==> config.mk <==
export PLATFORM = sky130hd
export DESIGN_NAME = keypad_scan_debounce
export DESIGN_NICKNAME = d
export VERILOG_FILES = /design/src/rtl/keypad_scan_debounce.sv
export SDC_FILE = /design/constraint.sdc
export NUM_CORES = 1
export LEC_CHECK = 0
export CAP_MARGIN = 10
export CORE_MARGIN = 2
export CORE_UTILIZATION = 31
export CTS_CLUSTER_DIAMETER = 150
export CTS_CLUSTER_SIZE = 8
export DETAILED_ROUTE_END_ITERATION = 16
export GPL_ROUTABILITY_DRIVEN = 0
export PLACE_DENSITY = 0.56
export SLEW_MARGIN = 15
export SYNTH_ARGS = -nofsm -noshare
export SYNTH_HDL_FRONTEND = slang
export SYNTH_SLANG_ARGS = --single-unit
==> constraint.sdc <==
create_clock -name clk -period 3.2 [get_ports clk]
set_input_delay 0.64 -clock clk [delete_from_list [all_inputs] [get_ports clk]]
set_output_delay 0.64 -clock clk [all_outputs]
set_load 0.02 [all_outputs]
==> src/rtl/keypad_scan_debounce.sv <==
// keypad_scan_debounce: row-scanning matrix keypad reader with press/release debounce and key-code history
module keypad_scan_debounce #(
  parameter int ROWS = 4,
  parameter int COLS = 4,
  parameter int SETTLE = 2,
  parameter int DEBOUNCE = 8,
  parameter int DIGITS = 2,
  localparam int KW = $clog2(ROWS*COLS)
) (
  input  logic                 clk,
  input  logic                 reset,
  input  logic [COLS-1:0]      col_sync,
  output logic [ROWS-1:0]      r_sel,
  output logic [KW-1:0]        key_code,
  output logic                 key_valid,
  output logic                 key_held,
  output logic                 multi_err,
  output logic [DIGITS*KW-1:0] digits
);
  localparam int RW = $clog2(ROWS);
  localparam int CW = $clog2(COLS);
  localparam int SW = $clog2(SETTLE) + 1;
  localparam int DW = $clog2(DEBOUNCE) + 1;
  localparam int DK = DIGITS * KW;
  localparam logic [1:0] SCAN = 2'd0, BOUNCE = 2'd1, HELD = 2'd2, RELEASE = 2'd3;
  logic [1:0] state;
  logic [RW-1:0] row, row_nxt;
  logic [SW-1:0] cnt;
  logic [DW-1:0] dcnt;
  logic [COLS-1:0] pat;
  logic [CW-1:0] idx;
  logic [KW-1:0] code;
  logic zero, one_hot, sample, take, advance;
  always_comb begin
    row_nxt = row == RW'(ROWS-1) ? '0 : row + RW'(1);
    zero = col_sync == '0;
    one_hot = !zero && (col_sync & (col_sync - COLS'(1))) == '0;
    idx = '0;
    for (int c = 0; c < COLS; c++) if (col_sync[c]) idx = CW'(c);
    code = KW'(row) * KW'(COLS) + KW'(idx);
    sample = cnt == SW'(SETTLE-1);
    take = !zero && ((state == SCAN && sample && DEBOUNCE == 1) ||
                     (state == BOUNCE && col_sync == pat && dcnt == DW'(DEBOUNCE-1)));
    // every exit back to SCAN moves on to the next row
    advance = zero && ((state == SCAN && sample) || state == BOUNCE ||
                       (state == HELD && DEBOUNCE == 1) ||
                       (state == RELEASE && dcnt == DW'(DEBOUNCE-1)));
  end
  always_ff @(posedge clk) begin
    if (reset) begin
      state <= SCAN;
      row <= '0;
      cnt <= '0;
      dcnt <= '0;
      pat <= '0;
      r_sel <= ~ROWS'(1);
      key_code <= '0;
      digits <= '0;
      key_valid <= 1'b0;
      key_held <= 1'b0;
      multi_err <= 1'b0;
    end else begin
      key_valid <= 1'b0;
      multi_err <= 1'b0;
      case (state)
        SCAN: begin
          cnt <= sample ? '0 : cnt + SW'(1);
          if (sample && !zero) begin
            pat <= col_sync;
            dcnt <= DW'(1);
            state <= BOUNCE;
          end
        end
        BOUNCE: begin
          pat <= col_sync;
          dcnt <= col_sync == pat ? dcnt + DW'(1) : DW'(1);
        end
        HELD: if (zero) begin
          state <= RELEASE;
          dcnt <= DW'(1);
        end
        RELEASE: begin
          state <= zero ? RELEASE : HELD;
          dcnt <= dcnt + DW'(1);
        end
        default: state <= SCAN;
      endcase
      if (take) begin
        state <= HELD;
        if (one_hot) begin
          key_code <= code;
          digits <= DK'({digits, code});
          key_valid <= 1'b1;
          key_held <= 1'b1;
        end else multi_err <= 1'b1;
      end
      if (advance) begin
        state <= SCAN;
        row <= row_nxt;
        r_sel <= ~(ROWS'(1) << row_nxt);
        cnt <= '0;
        key_held <= 1'b0;
      end
    end
  end
endmodule

==> metrics.log <==
INFO  metric run_status = finished clean
INFO  metric grt_first_pass_wirelength = 4860 um
INFO  metric syn-num-nets = 172
INFO  metric dr_wl_cell = 12.4 um
INFO  metric io_buffer_count = 24
INFO  metric timing.critical_path.required = 3320 ps
INFO  metric avgSynthCellArea = 9.21 um2
INFO  metric worst_skew_pair.late_latency = 270 ps
INFO  metric initial_core_util = 32.8%
INFO  metric final.hold.worst_slack = 464 ps
INFO  metric filler_cell_count_in_the_final_layout = 429
INFO  metric synth_seq_area_share = 40.1%
INFO  metric power_report.internal_total = 0.000671 W
INFO  metric fin_crit = 2640 ps
INFO  metric worstSetupPathType = input port to register
INFO  metric crit_arrival = 2760 ps
INFO  metric seqPwrFrac = 43.5%
INFO  metric worstPathCellList = clkdlybuf4s50_1, inv_2, or4_4, a2111oi_4, buf_4, mux2i_1, nor2_1
INFO  metric yosys-top-cells-area = sky130_fd_sc_hd__dfxtp_1, sky130_fd_sc_hd__ha_1, sky130_fd_sc_hd__mux2i_1
INFO  metric antenna-diode-count = 0
INFO  metric postRouteAntennaNets = 0
INFO  metric first_iter_violations = 51
INFO  metric power.density_cell_area = 537 nW/um2
INFO  metric cts_setup_buffers = 0
INFO  metric tritoncts_num_sinks = 29
INFO  metric switching_power = 0.000293 W
INFO  metric synth_compound_area_share = 13.8%
INFO  metric yosysWarnings = 0
INFO  metric worst_path_dominant_cell_family = buffers and inverters
INFO  metric fraction_of_synthesized_area_in_multiplexers = 7.61%
INFO  metric placement.cell_area = 1710 um2
INFO  metric ir_worst_vdd = 172 uV
INFO  metric nets = 195
INFO  metric areaGrowthSynthToFinish = 24.2%
INFO  metric htree_num_levels = 2
INFO  metric tritoncts_clock_tree = done
INFO  metric setup_slack_after_layout = 558 ps
INFO  metric share_comb_of_total_power = 25.7%
INFO  metric yosys_register_bits = 29
INFO  metric synth_top_cell_area_share = 40.1%
INFO  metric grt_start_max_net_pins = 27
INFO  metric setup_tns = 0 ps
INFO  metric synth_simple_gate_area_share = 21.3%
INFO  metric io_pins = 25
INFO  metric clock_power_share = 30.8%
INFO  metric unrepaired_setup_endpoints_after_global_routing = no
INFO  metric worst_hold_path_type = register to register
INFO  metric timing_max_transition_violations_final = 0
INFO  metric path_max_fanout = 11
INFO  metric firstDrtPassIters = 4
INFO  metric dieArea = 5230 um2
INFO  metric place_worst_setup_slack = 275 ps
INFO  metric yosys.area_share.adder = 7.79%
INFO  metric first_global_vias = 1057
INFO  metric power_switching_share = 30.4%
INFO  metric multi_input_area = 783 um2
INFO  metric yosys.cell_types.count = 39
INFO  metric grt_antenna_before_repair = 0
INFO  metric numCtsBuffers = 5
INFO  metric remaining_drc_errors = 0
INFO  metric final_min_period_over_clock_period = 82.6%
INFO  metric clock_tree.root_cell = sky130_fd_sc_hd__clkbuf_8
INFO  metric clk_pin_slew = 60 ps
INFO  metric grtUsageTotal = 12.0%
INFO  metric finish.instance_area = 1800 um2
INFO  metric start_kind = input port
INFO  metric timing.critical_path.to_type = register
INFO  metric chipWidth = 72.3 um
INFO  metric syn_inst = 157
INFO  metric core_region_area = 4410 um2
INFO  metric wl = 2870 um
INFO  metric cpMaxStageDelayCell = sky130_fd_sc_hd__clkdlybuf4s50_1
INFO  metric cpPeakStageDelay = 620 ps
INFO  metric slew-limit-headroom = 35.1%
INFO  metric synth_area = 1450 um2
INFO  metric grt-ovfl-total = 0
INFO  metric count_of_buffer_and_inverter_cells_on_the_critical_path = 3
INFO  metric fmax = 378 MHz
INFO  metric power.static_leakage = 0.672 nW
INFO  metric post_cts.resized_instances = 0
INFO  metric seq_area = 581 um2
INFO  metric post-synth-top-area-cell = sky130_fd_sc_hd__dfxtp_1
INFO  metric cap_violations = 0
INFO  metric vias_per_cell = 4.92
INFO  metric postCtsHoldBufs = 0
INFO  metric num_rows = 24
INFO  metric timing.clock.skew = 4.08 ps
INFO  metric dpl.hpwl = 2080 um
INFO  metric timing.final.setup_violations = 0
INFO  metric cts_max_path_buffers = 2
INFO  metric detailroute.via_count = 1141
INFO  metric hold_viol_final = 0
INFO  metric die_y = 72.3 um
INFO  metric share_of_post_route_cells_with_drive_strength_above_1 = 7.78%
INFO  metric synth_top_family_by_area = simple AND/OR/NAND/NOR gates
INFO  metric worst-slew-pin-transition = 971 ps
INFO  metric synth-xor-area-share = 3.63%
worst reg2reg max path, delay by kind of cell (launching register included):
family	cells	cell delay, ps
compound gates	2	670
flops	1	380
simple gates	2	350
fa+ha+maj	1	280
buf+inv	1	80
registers in the layout (all words and copies together) (netlist names):
register,flops
key_valid,1
multi_err,1
row,2
cnt,2
key_code,3
state,2
pat,4
dcnt,4
digits,5
key_held,1
r_sel,4
cells in the mapped netlist, drive strengths merged:
cell type,count
a211o,3
clkbuf,5
xnor2,5
nor2,24
o21bai,1
a311oi,2
nor2b,4
o2111a,1
dfxtp,29
a2111oi,1
or4,2
o211a,1
a221o,1
nand3,6
inv,5
a31oi,4
nor4,1
nand4b,1
o211ai,1
nand2,10
nor3b,1
o21ai,4
xor2,1
or3,1
buf,6
and3b,1
a21oi,5
nand2b,3
a211oi,1
and2,2
nand3b,2
mux2i,11
ha,9
and3,1
nor3,2
per-layer routing:
layer	part of all wire [%]	GRT usage (%)	wire length [um]	up-vias
li1	-	-	-	584
met1	46	14.4	1330	521
met2	47	19.4	1360	30
met3	4.4	3.61	127	6
met4	2.0	5.87	57	0
met5	0	0	0	-
per-stage QoR:
| step | util, % | total power (W) | instances |
|---|---|---|---|
| CTS | 40.7 | 0.000977 | 232 |
| floorplan | - | 0.000610 | 157 |
| finish | 40.7 | 0.000964 | 232 |
| global placement | 38.7 | 0.000664 | 225 |
| global route | 40.7 | 0.00103 | 232 |
| detailed placement | 38.7 | 0.000671 | 225 |
worst paths after layout:
path                          from                       end  slack, ps  cells past startpoint
min          r_sel[2]$_SDFFE_PP1P_     r_sel[2]$_SDFFE_PP1P_        460                      1
min reg2reg  r_sel[2]$_SDFFE_PP1P_     r_sel[2]$_SDFFE_PP1P_        460                      1
max reg2reg  state[0]$_SDFFE_PP0P_     r_sel[3]$_SDFFE_PP1P_       1320                      6
max                    col_sync[3]  key_code[2]$_SDFFE_PP0P_        560                      7
power by group through the flow:
| stage | Sequential [W] | Clock [W] | Combinational (W) |
|---|---|---|---|
| 3_3_place_gp | 0.000425 | 0 | 0.000239 |
| 3_5_place_dp | 0.000427 | 0 | 0.000244 |
| 5_1_grt | 0.000425 | 0.000330 | 0.000274 |
| 2_1_floorplan | 0.000425 | 0 | 0.000186 |
| 6_report | 0.000419 | 0.000297 | 0.000248 |
| 4_1_cts | 0.000420 | 0.000309 | 0.000248 |
final cells by class:
| cell class | instances | area share [%] |
|---|---|---|
| multi-input cells | 112 | 43.6 |
| flip-flops and latches | 29 | 32.3 |
| repair buffers | 27 | 14.6 |
| clock buffers | 7 | 4.81 |
| well taps | 52 | 3.62 |
| inverters | 5 | 1.04 |
cell usage in the layout, fill, tap and decap left out, types with 2 or more instances in the layout:
master / Yosys / layout
sky130_fd_sc_hd__mux2i_1: 11 / 11
sky130_fd_sc_hd__and2_1: 2 / 2
sky130_fd_sc_hd__o21ai_0: 4 / 4
sky130_fd_sc_hd__buf_4: 4 / 3
sky130_fd_sc_hd__nor2_1: 24 / 24
sky130_fd_sc_hd__clkdlybuf4s50_1: 0 / 24
sky130_fd_sc_hd__nand3b_1: 2 / 2
sky130_fd_sc_hd__dfxtp_1: 29 / 29
sky130_fd_sc_hd__a21oi_1: 5 / 5
sky130_fd_sc_hd__a211o_1: 3 / 3
sky130_fd_sc_hd__nand2_1: 10 / 10
sky130_fd_sc_hd__xnor2_1: 5 / 5
sky130_fd_sc_hd__a311oi_1: 2 / 2
sky130_fd_sc_hd__nor2b_1: 4 / 4
sky130_fd_sc_hd__clkbuf_8: 0 / 6
sky130_fd_sc_hd__nand3_1: 6 / 6
sky130_fd_sc_hd__nand2b_1: 3 / 3
sky130_fd_sc_hd__a31oi_1: 4 / 4
sky130_fd_sc_hd__inv_1: 4 / 4
sky130_fd_sc_hd__nor3_1: 2 / 2
sky130_fd_sc_hd__ha_1: 9 / 9
logic make-up after synthesis:
family / count (synthesis)
muxes: 11
and+or+nand+nor: 61
AOI/OAI and AO/OA: 25
xor gates and xnor gates: 6
adders and majority gates: 9
buffers and inverters: 16
DFF: 29
No activity file was read; power rests on OpenSTA's default activity.
